`src/rtl/hdlverifier_capture_pkg.sv`:
```
// Shared types for the capture sequencer: state enum, debug encodings, depth helper.
package hdlverifier_capture_pkg;

  localparam logic [2:0] ENC_IDLE      = 3'd0;
  localparam logic [2:0] ENC_PRETRIG   = 3'd1;
  localparam logic [2:0] ENC_WAIT_TRIG = 3'd2;
  localparam logic [2:0] ENC_POSTTRIG  = 3'd3;
  localparam logic [2:0] ENC_DONE      = 3'd4;

  typedef enum logic [2:0] {
    ST_IDLE      = ENC_IDLE,
    ST_PRETRIG   = ENC_PRETRIG,
    ST_WAIT_TRIG = ENC_WAIT_TRIG,
    ST_POSTTRIG  = ENC_POSTTRIG,
    ST_DONE      = ENC_DONE
  } capture_state_t;

  function automatic int unsigned depth_of(input int unsigned addr_width);
    return 32'd1 << addr_width;
  endfunction

endpackage

```
`src/rtl/hdlverifier_capture_addr_gen.sv`:
```
// Write-address and window-counter datapath; all arithmetic wraps modulo DEPTH.
module hdlverifier_capture_addr_gen
  import hdlverifier_capture_pkg::*;
#(
  parameter int ADDR_WIDTH = 10
) (
  input  logic                  clk,
  input  logic                  reset,
  input  logic                  clk_enable,
  input  logic                  load,
  input  logic                  write,
  input  logic                  post_load,
  input  logic [ADDR_WIDTH-1:0] pos,
  input  logic [ADDR_WIDTH-1:0] load_cnt,
  output logic [ADDR_WIDTH-1:0] wr_addr,
  output logic [ADDR_WIDTH-1:0] cnt,
  output logic [ADDR_WIDTH-1:0] window_start,
  output logic [ADDR_WIDTH-1:0] post_cnt
);

  localparam int unsigned DEPTH = depth_of(ADDR_WIDTH);
  localparam logic [ADDR_WIDTH-1:0] LAST = ADDR_WIDTH'(DEPTH - 1);
  localparam logic [ADDR_WIDTH-1:0] ONE  = {{(ADDR_WIDTH-1){1'b0}}, 1'b1};

  // Post-trigger writes still owed after the trigger sample itself.
  assign post_cnt     = LAST - pos;
  assign window_start = wr_addr - pos;

  always_ff @(posedge clk or posedge reset) begin
    if (reset) begin
      wr_addr <= '0;
      cnt     <= '0;
    end else if (clk_enable) begin
      if (load) begin
        wr_addr <= '0;
        cnt     <= load_cnt;
      end else if (write) begin
        wr_addr <= wr_addr + ONE;
        if (post_load)
          cnt <= post_cnt;
        else if (cnt != '0)
          cnt <= cnt - ONE;
      end
    end
  end

endmodule

```
`src/rtl/hdlverifier_capture_ctrl.sv`:
```
// Capture sequencer: pre-trigger fill, trigger wait, post-trigger fill, window report.
// Optional macro HDLVERIFIER_CAPTURE_FORCE_TRIGGER_EN adds a force_trigger input.
module hdlverifier_capture_ctrl
  import hdlverifier_capture_pkg::*;
#(
  parameter int ADDR_WIDTH = 10
) (
  input  logic                  clk,
  input  logic                  reset,
  input  logic                  clk_enable,
  input  logic                  arm,
  input  logic                  abort,
  input  logic                  trigger,
`ifdef HDLVERIFIER_CAPTURE_FORCE_TRIGGER_EN
  input  logic                  force_trigger,
`endif
  input  logic [ADDR_WIDTH-1:0] trigger_position,
  output logic                  wr_en,
  output logic [ADDR_WIDTH-1:0] wr_addr,
  output logic [ADDR_WIDTH-1:0] trigger_addr,
  output logic [ADDR_WIDTH-1:0] start_addr,
  output logic                  busy,
  output logic                  capture_done,
  output capture_state_t        debug_state
);

  localparam logic [ADDR_WIDTH-1:0] ONE = {{(ADDR_WIDTH-1){1'b0}}, 1'b1};

  capture_state_t        state_q, state_d;
  logic [ADDR_WIDTH-1:0] pos_q, cnt, window_start, post_cnt;
  logic                  arm_take, trig_take, trig_in, cnt_last;

  // Handshake: arm is a level request accepted on an enabled edge in IDLE/DONE
  // (no back-pressure beyond that); busy acts as the not-ready indication.
`ifdef HDLVERIFIER_CAPTURE_FORCE_TRIGGER_EN
  logic force_pending_q, force_pending_d;

  assign trig_in = trigger | force_trigger | force_pending_q;

  always_comb begin
    force_pending_d = force_pending_q;
    if (abort || arm_take || trig_take)
      force_pending_d = 1'b0;
    else if (state_q == ST_PRETRIG && force_trigger)
      force_pending_d = 1'b1;
  end

  always_ff @(posedge clk or posedge reset) begin
    if (reset)
      force_pending_q <= 1'b0;
    else if (clk_enable)
      force_pending_q <= force_pending_d;
  end
`else
  assign trig_in = trigger;
`endif

  assign cnt_last = (cnt <= ONE);

  always_comb begin
    state_d   = state_q;
    arm_take  = 1'b0;
    trig_take = 1'b0;
    if (abort) begin
      state_d = ST_IDLE;
    end else begin
      unique case (state_q)
        ST_IDLE, ST_DONE: begin
          if (arm) begin
            arm_take = 1'b1;
            // trigger_position is ADDR_WIDTH wide, so it never exceeds DEPTH-1.
            state_d  = (trigger_position != '0) ? ST_PRETRIG : ST_WAIT_TRIG;
          end
        end
        ST_PRETRIG:   if (cnt_last) state_d = ST_WAIT_TRIG;
        ST_WAIT_TRIG: begin
          if (trig_in) begin
            trig_take = 1'b1;
            state_d   = (post_cnt != '0) ? ST_POSTTRIG : ST_DONE;
          end
        end
        ST_POSTTRIG:  if (cnt_last) state_d = ST_DONE;
        default:      state_d = ST_IDLE;
      endcase
    end
  end

  always_ff @(posedge clk or posedge reset) begin
    if (reset) begin
      state_q      <= ST_IDLE;
      pos_q        <= '0;
      trigger_addr <= '0;
      start_addr   <= '0;
    end else if (clk_enable) begin
      state_q <= state_d;
      if (arm_take)
        pos_q <= trigger_position;
      if (trig_take) begin
        trigger_addr <= wr_addr;
        start_addr   <= window_start;
      end
    end
  end

  assign busy         = (state_q == ST_PRETRIG) || (state_q == ST_WAIT_TRIG) ||
                        (state_q == ST_POSTTRIG);
  assign capture_done = (state_q == ST_DONE);
  assign wr_en        = clk_enable & busy;
  assign debug_state  = state_q;

  hdlverifier_capture_addr_gen #(.ADDR_WIDTH(ADDR_WIDTH)) u_addr_gen (
    .clk          (clk),
    .reset        (reset),
    .clk_enable   (clk_enable),
    .load         (arm_take),
    .write        (busy),
    .post_load    (trig_take),
    .pos          (pos_q),
    .load_cnt     (trigger_position),
    .wr_addr      (wr_addr),
    .cnt          (cnt),
    .window_start (window_start),
    .post_cnt     (post_cnt)
  );

endmodule

```
`config.mk`:
```
export PLATFORM = sky130hd
export DESIGN_NAME = hdlverifier_capture_ctrl
export DESIGN_NICKNAME = d
export VERILOG_FILES = /design/src/rtl/hdlverifier_capture_pkg.sv /design/src/rtl/hdlverifier_capture_addr_gen.sv /design/src/rtl/hdlverifier_capture_ctrl.sv
export SDC_FILE = /design/constraint.sdc
export NUM_CORES = 1
export LEC_CHECK = 0
export BUFFER_PORTS_ARGS = -buffer_cell sky130_fd_sc_hd__clkbuf_2
export CORE_AREA = 3 3 73 89
export DETAILED_ROUTE_END_ITERATION = 6
export DIE_AREA = 0 0 76 92
export PLACE_DENSITY = 0.77
export REMOVE_ABC_BUFFERS = 1
export SLEW_MARGIN = 20
export SYNTH_ARGS = -nofsm -noshare
export SYNTH_HDL_FRONTEND = slang
export SYNTH_SLANG_ARGS = --single-unit
```
`constraint.sdc`:
```
create_clock -name clk -period 4.31 [get_ports clk]
set_input_delay 0.431 -clock clk [delete_from_list [all_inputs] [get_ports clk]]
set_output_delay 0.431 -clock clk [all_outputs]
set_load 0.02 [all_outputs]
```
* Yosys cells after proc, flatten, opt, wreduce, memory -nomap -nowiden
Cells that the tools add are included.
** Operators by class
- Mux-type cells :: 20
- Equality and inequality tests :: 8
- Add/subtract/negate cells :: 4
- Order comparisons :: 1
- Bitwise logic cells :: 1
- Reduce and logical (&&, ||, !) cells :: 14
** Operators with widths (number)
- 10-bit two-way mux :: 6
- 10-bit nonzero test :: 3
- 3-bit two-way mux :: 6
- 3-bit != test, second input constant :: 4
- 3-bit case mux with 4 select lines :: 1
- 10-bit by 1-bit adder with 10-bit output, second input constant :: 1
- 10-bit by 1-bit less-or-equal comparator with 1-bit output, second input constant :: 1
- 10-bit by 1-bit subtractor with 10-bit output, second input constant :: 1
- 10-bit subtractor :: 1
- 10-bit subtractor, first input constant :: 1
- 3-bit by 2-bit equality test with 1-bit output, second input constant :: 2
- 1-bit two-way mux :: 6
- 2-bit AND reduction :: 3
- 5-bit AND reduction :: 1
- 3-bit by 1-bit equality test with 1-bit output, second input constant :: 1
- 3-bit equality test, second input constant :: 1
- 3-bit zero test :: 1
- 3-bit AND reduction :: 1
- 3-bit nonzero test :: 1
- 1-bit logical OR :: 2
- 2-bit two-way mux :: 1
- 2-bit nonzero test :: 1
- 2-bit OR reduction :: 1
- 1-bit AND :: 1
** Storage, ports and cells
- Output and inout port bits :: 36
- Register bits :: 53
- Input port bits :: 16

* Depth between registers and ports, before layout
- Word-level depth :: 6
- Depth in mapped cells :: 8

* Cells and area by module
Synthesis repeated with hierarchy kept, for this count alone.
** Unflattened totals
- Cell total of the unflattened synthesis :: 307
- Area total of the unflattened synthesis :: 3143.0 um^2
** Modules (own cells, without submodules)
- hdlverifier_capture_addr_gen :: cells each 201, sequential area each 500.5 um^2, area each 1689.1 um^2, instances 1
- hdlverifier_capture_ctrl :: cells each 106, sequential area each 825.8 um^2, area each 1453.9 um^2, instances 1

* Least setup slack after synthesis
Ideal clock, no wire load.
- Path type :: flip-flop to flip-flop
- Start :: register u_addr_gen.wr_addr[0]
- End :: register start_addr[8]
- Path buffers :: 0
- Clock period less this slack :: 2.157 ns
- Setup slack :: 2.153 ns
- Required time :: 4.241 ns
- Stages on the path, launching flop included :: 9
- Data arrival time :: 2.088 ns
- Cell sequence :: dfrtp_1 inv_1 ha_1 fa_1 nor2b_1 o31a_1 o211ai_1 a2111o_1 nand3_1
** Between the ends
- Longest elaborated chain between the ends :: 1
** RTL lines
- start: declaration :: RTL line hdlverifier_capture_addr_gen.sv:15 : output logic [ADDR_WIDTH-1:0] wr_addr,
- start signal: assignment :: RTL line hdlverifier_capture_addr_gen.sv:38 : wr_addr <= wr_addr + ONE;
- 10-bit subtractor :: RTL line hdlverifier_capture_addr_gen.sv:27 : assign window_start = wr_addr - pos;
- end signal: assignment :: RTL line hdlverifier_capture_ctrl.sv:100 : start_addr <= window_start;
- end: declaration :: RTL line hdlverifier_capture_ctrl.sv:21 : output logic [ADDR_WIDTH-1:0] start_addr,
Every way passes these cells.
A chain may end at the register's enable or synchronous reset.

* Final worst setup path
- Start :: register state_q[1], in the netlist debug_state[1]
- End :: register u_addr_gen.cnt[0]
** Between the ends
- Longest elaborated chain between the ends :: 6
** RTL lines
- start: declaration :: RTL line hdlverifier_capture_ctrl.sv:29 : capture_state_t state_q, state_d;
- start signal: assignment :: RTL line hdlverifier_capture_ctrl.sv:95 : state_q <= state_d;
- 3-bit equality test, or another cell as far along :: RTL line hdlverifier_capture_ctrl.sv:67 : unique case (state_q)
- 2-bit OR reduction or 1-bit two-way mux (tied branches) :: RTL line hdlverifier_capture_ctrl.sv:67
- 1-bit two-way mux (on tied branches) :: RTL line hdlverifier_capture_ctrl.sv:67, hdlverifier_capture_ctrl.sv:64
- 1-bit two-way mux or 10-bit two-way mux (tied branches) :: RTL line hdlverifier_capture_ctrl.sv:64, hdlverifier_capture_addr_gen.sv:39
- 3-bit nonzero test (no line), or another cell as far along
- 3-bit AND reduction (no line) or 10-bit two-way mux (tied branches)
- end signal: assignment :: RTL line hdlverifier_capture_addr_gen.sv:36 : cnt <= load_cnt;
- end signal: assignment :: RTL line hdlverifier_capture_addr_gen.sv:40 : cnt <= post_cnt;
- end signal: assignment :: RTL line hdlverifier_capture_addr_gen.sv:42 : cnt <= cnt - ONE;
- end: declaration :: RTL line hdlverifier_capture_addr_gen.sv:16 : output logic [ADDR_WIDTH-1:0] cnt,
Several ways; a longest one is shown, not always the timed one. The select of a mux whose other input is x is not followed.

==> flow_summary.toml <==
[sta]
slew_headroom_pct = 35.0
setup-tns-final_ps = 0
setup_violations = 0
whs_ps = 275
layout_setup_ws_ps = 1410
post-route-min-period_ps = 2900
skew_ps = 9.07
fmax_mhz = 345
worst-slew-pin-transition_ps = 970
rsz0062_at_grt = "no"
drv_slew = 0
finalHoldViolations = 0
post-route-period-util_pct = 67.2

[setup_path]
reg2reg_from = "debug_state[1]"
worst-r2r-setup-slack_ps = 1410
crit_required_ps = 4510
start_kind = "flip-flop"
critPathMaxStageDelay_ps = 890
r2r-end = "u_addr_gen.cnt[0]"
cp.arrival_ps = 3100
cp-end-kind = "flip-flop"
cpMaxStageDelayCell = "nor4b_4"
cp_max_fo = 19
r2r_cells = 5
worstSetupPathType = "reg2reg"
path_cells = "nor4b_4 > o21ai_2 > a41oi_2 > o21ai_1 > a22o_1"

[synthesis]
syn_area_um2 = 3130
ys_seq_area_share_pct = 42.3
ys.flop_type = "dfrtp_1"
synth_common_cells = "dfrtp_1 (53), nand2_1 (34), nor2_1 (28)"
ys_types = 57
syn_area_per_cell_um2 = 9.38
synth_warnings = 0
yosysMostFrequentCell = "dfrtp_1"
synth_seq_cells = 53
yosysTopAreaCell = "dfrtp_1"
synth_cells = 334
synth_edf_count = 0
synth_area_leaders = "dfrtp_1 (42%), ha_1 (5.2%), nand2_1 (4.1%)"
synthArstFlopShare_pct = 100
synth_top_cell_area_share_pct = 42.3

[placed_design]
io_buffers = 51
place_ws_ps = 1480
dp_cells = 456
place_congestion = 0.886
post-dp-hpwl_mm = 5.32

[power_and_ir_drop]
intPower_uw = 1380
power_switching_share_pct = 43.5
peakVddDrop_mv = 0.340
p_leak_uw = 0.00170
power_frac_comb_pct = 47.2
seqPwrFrac_pct = 36.4
p_clk_share_pct = 16.4
p_switching_uw = 1060
power_density_nw_per_um2 = 678

[floorplanning]
rows = 30
ios = 52
dieWidth_um = 76
die_h_um = 92
die_area_um2 = 6990
coreArea_um2 = 5670
initial_core_util_pct = 55.3

[clock_network]
post_cts_resized = 0
cts_tree = "yes"
cts_setup_buffers = 0
insertion_delay_ps = 310
path_clk_slew_ps = 100
cts.sink_count = 53
h-tree-depth = 2
cts_buffers = 5
clk_path_buf_depth = 2
hold_buffers = 0
root_buffer = "clkbuf_8"

[layout]
finish.utilization_pct = 63.4
area_growth_pct = 14.8
fin_cells = 464
nets = 413
antenna_cells = 0
drive_gt1_share_pct = 20.8

[routing]
drtPass1Iterations = 4
wl_per_cell_um = 15.3
drt_iter0_drc = 108
maxUsedRoutingLayer = "met4"
post_drt_via_cell_ratio = 5.63
drcViolationCount = 0
drt_wl_total_mm = 7.08
wl_met2_mm = 3.43
wl_met3_um = 240
route.layer.met1.wl_mm = 3.27
antenna_left = 0
vias = 2611

[run_status]
status = "complete, no violations"

[hold_path]
min_path_type = "in2async"

[grt]
first_global_vias = 2546
antenna_found_initial = 0
grt_pass1_wl_mm = 12.3
grt_usage_pct = 21.7
grt_overflow = 0
grt_max_degree = 54

[run]
drv_cap = 0
-- worst max-delay path: cells and delay by family, from the launching register on --
family,cells,cell delay [ps]
flip-flops,1,520
AND/OR/NAND/NOR,1,890
AO/OA/AOI/OAI,4,1380
-- stage by stage --
step                      instance area, µm²  power (µW)
after floorplan                         3080        1710
after global placement                  3460        2020
after detailed placement                3460        2050
after CTS                               3600        2450
after global routing                    3600        2640
final                                   3600        2440
-- state kept, by name, summed over array words and instances (netlist names) --
signal	flops
pos_q	10
u_addr_gen.wr_addr	10
trigger_addr	10
start_addr	10
u_addr_gen.cnt	10
debug_state	3
-- cells by family after synthesis --
kind of cell | Yosys count | share of synthesized area [%]
flops | 53 | 42.3
fa+ha+maj | 14 | 5.83
compound gates | 84 | 18.7
xor+xnor | 14 | 3.92
buf+inv | 33 | 4.04
mux | 15 | 5.19
simple gates | 121 | 19.9
-- metal layers --
| metal | vias to the layer above | global-route usage [%] |
|---|---|---|
| met5 | - | 0 |
| li1 | 1297 | - |
| met3 | 11 | 3.44 |
| met4 | 0 | 8.91 |
| met1 | 1247 | 28.4 |
| met2 | 56 | 35.9 |
-- power by group through the flow --
stage | Clock [µW] | Sequential, µW | Combinational, µW
floorplan | 0 | 963 | 746
CTS | 410 | 886 | 1160
global placement | 0 | 888 | 1130
finish | 400 | 888 | 1150
detailed placement | 0 | 896 | 1150
global route | 426 | 923 | 1290
-- cells in the final DEF (no fill, tap or decap), types with 2 or more instances in the layout --
cell type,Yosys,final
a211oi_1,5,5
xnor2_1,6,6
a21o_1,2,2
nand3_1,11,11
inv_1,21,20
nor2b_1,3,3
o41ai_1,2,2
xor2_1,8,8
nor3b_1,4,4
o21a_1,5,5
nand2_1,34,34
clkbuf_2,0,51
nor2_1,28,28
a21oi_1,13,13
o21ai_1,18,18
buf_4,0,3
mux2_2,9,9
o211ai_1,2,2
mux2i_1,5,5
bufinv_16,0,2
o31ai_1,3,3
a22o_1,4,4
dfrtp_1,53,53
and2_1,3,3
or3_1,3,3
ha_1,13,13
clkbuf_8,0,5
nor4_1,4,4
a2111o_1,2,2
nand4_1,8,8
a31oi_1,5,5
o31a_1,2,2
o21ai_0,5,5
a211o_1,4,4
nand2b_1,4,4
nor3_1,10,10
-- cell type report --
type | instances | area (µm²)
clock inverters | 3 | 65.1
flip-flops and latches | 53 | 1330
well taps | 80 | 100
fillers | 502 | 2070
repair buffers | 54 | 278
inverters | 21 | 78.8
multi-input cells | 248 | 1680
clock buffers | 5 | 68.8
-- worst max path at each step --
stage / start / to / depth (start not counted)
finish: debug_state[1] / u_addr_gen.cnt[0] / 5
global route: debug_state[1] / u_addr_gen.cnt[0] / 5
CTS: debug_state[1] / u_addr_gen.cnt[0] / 5
detailed placement: abort / u_addr_gen.cnt[0] / 6
global placement: abort / u_addr_gen.cnt[0] / 6
floorplan: debug_state[1] / start_addr[8] / 5
Note: power is estimated with default switching activity, not from simulation.
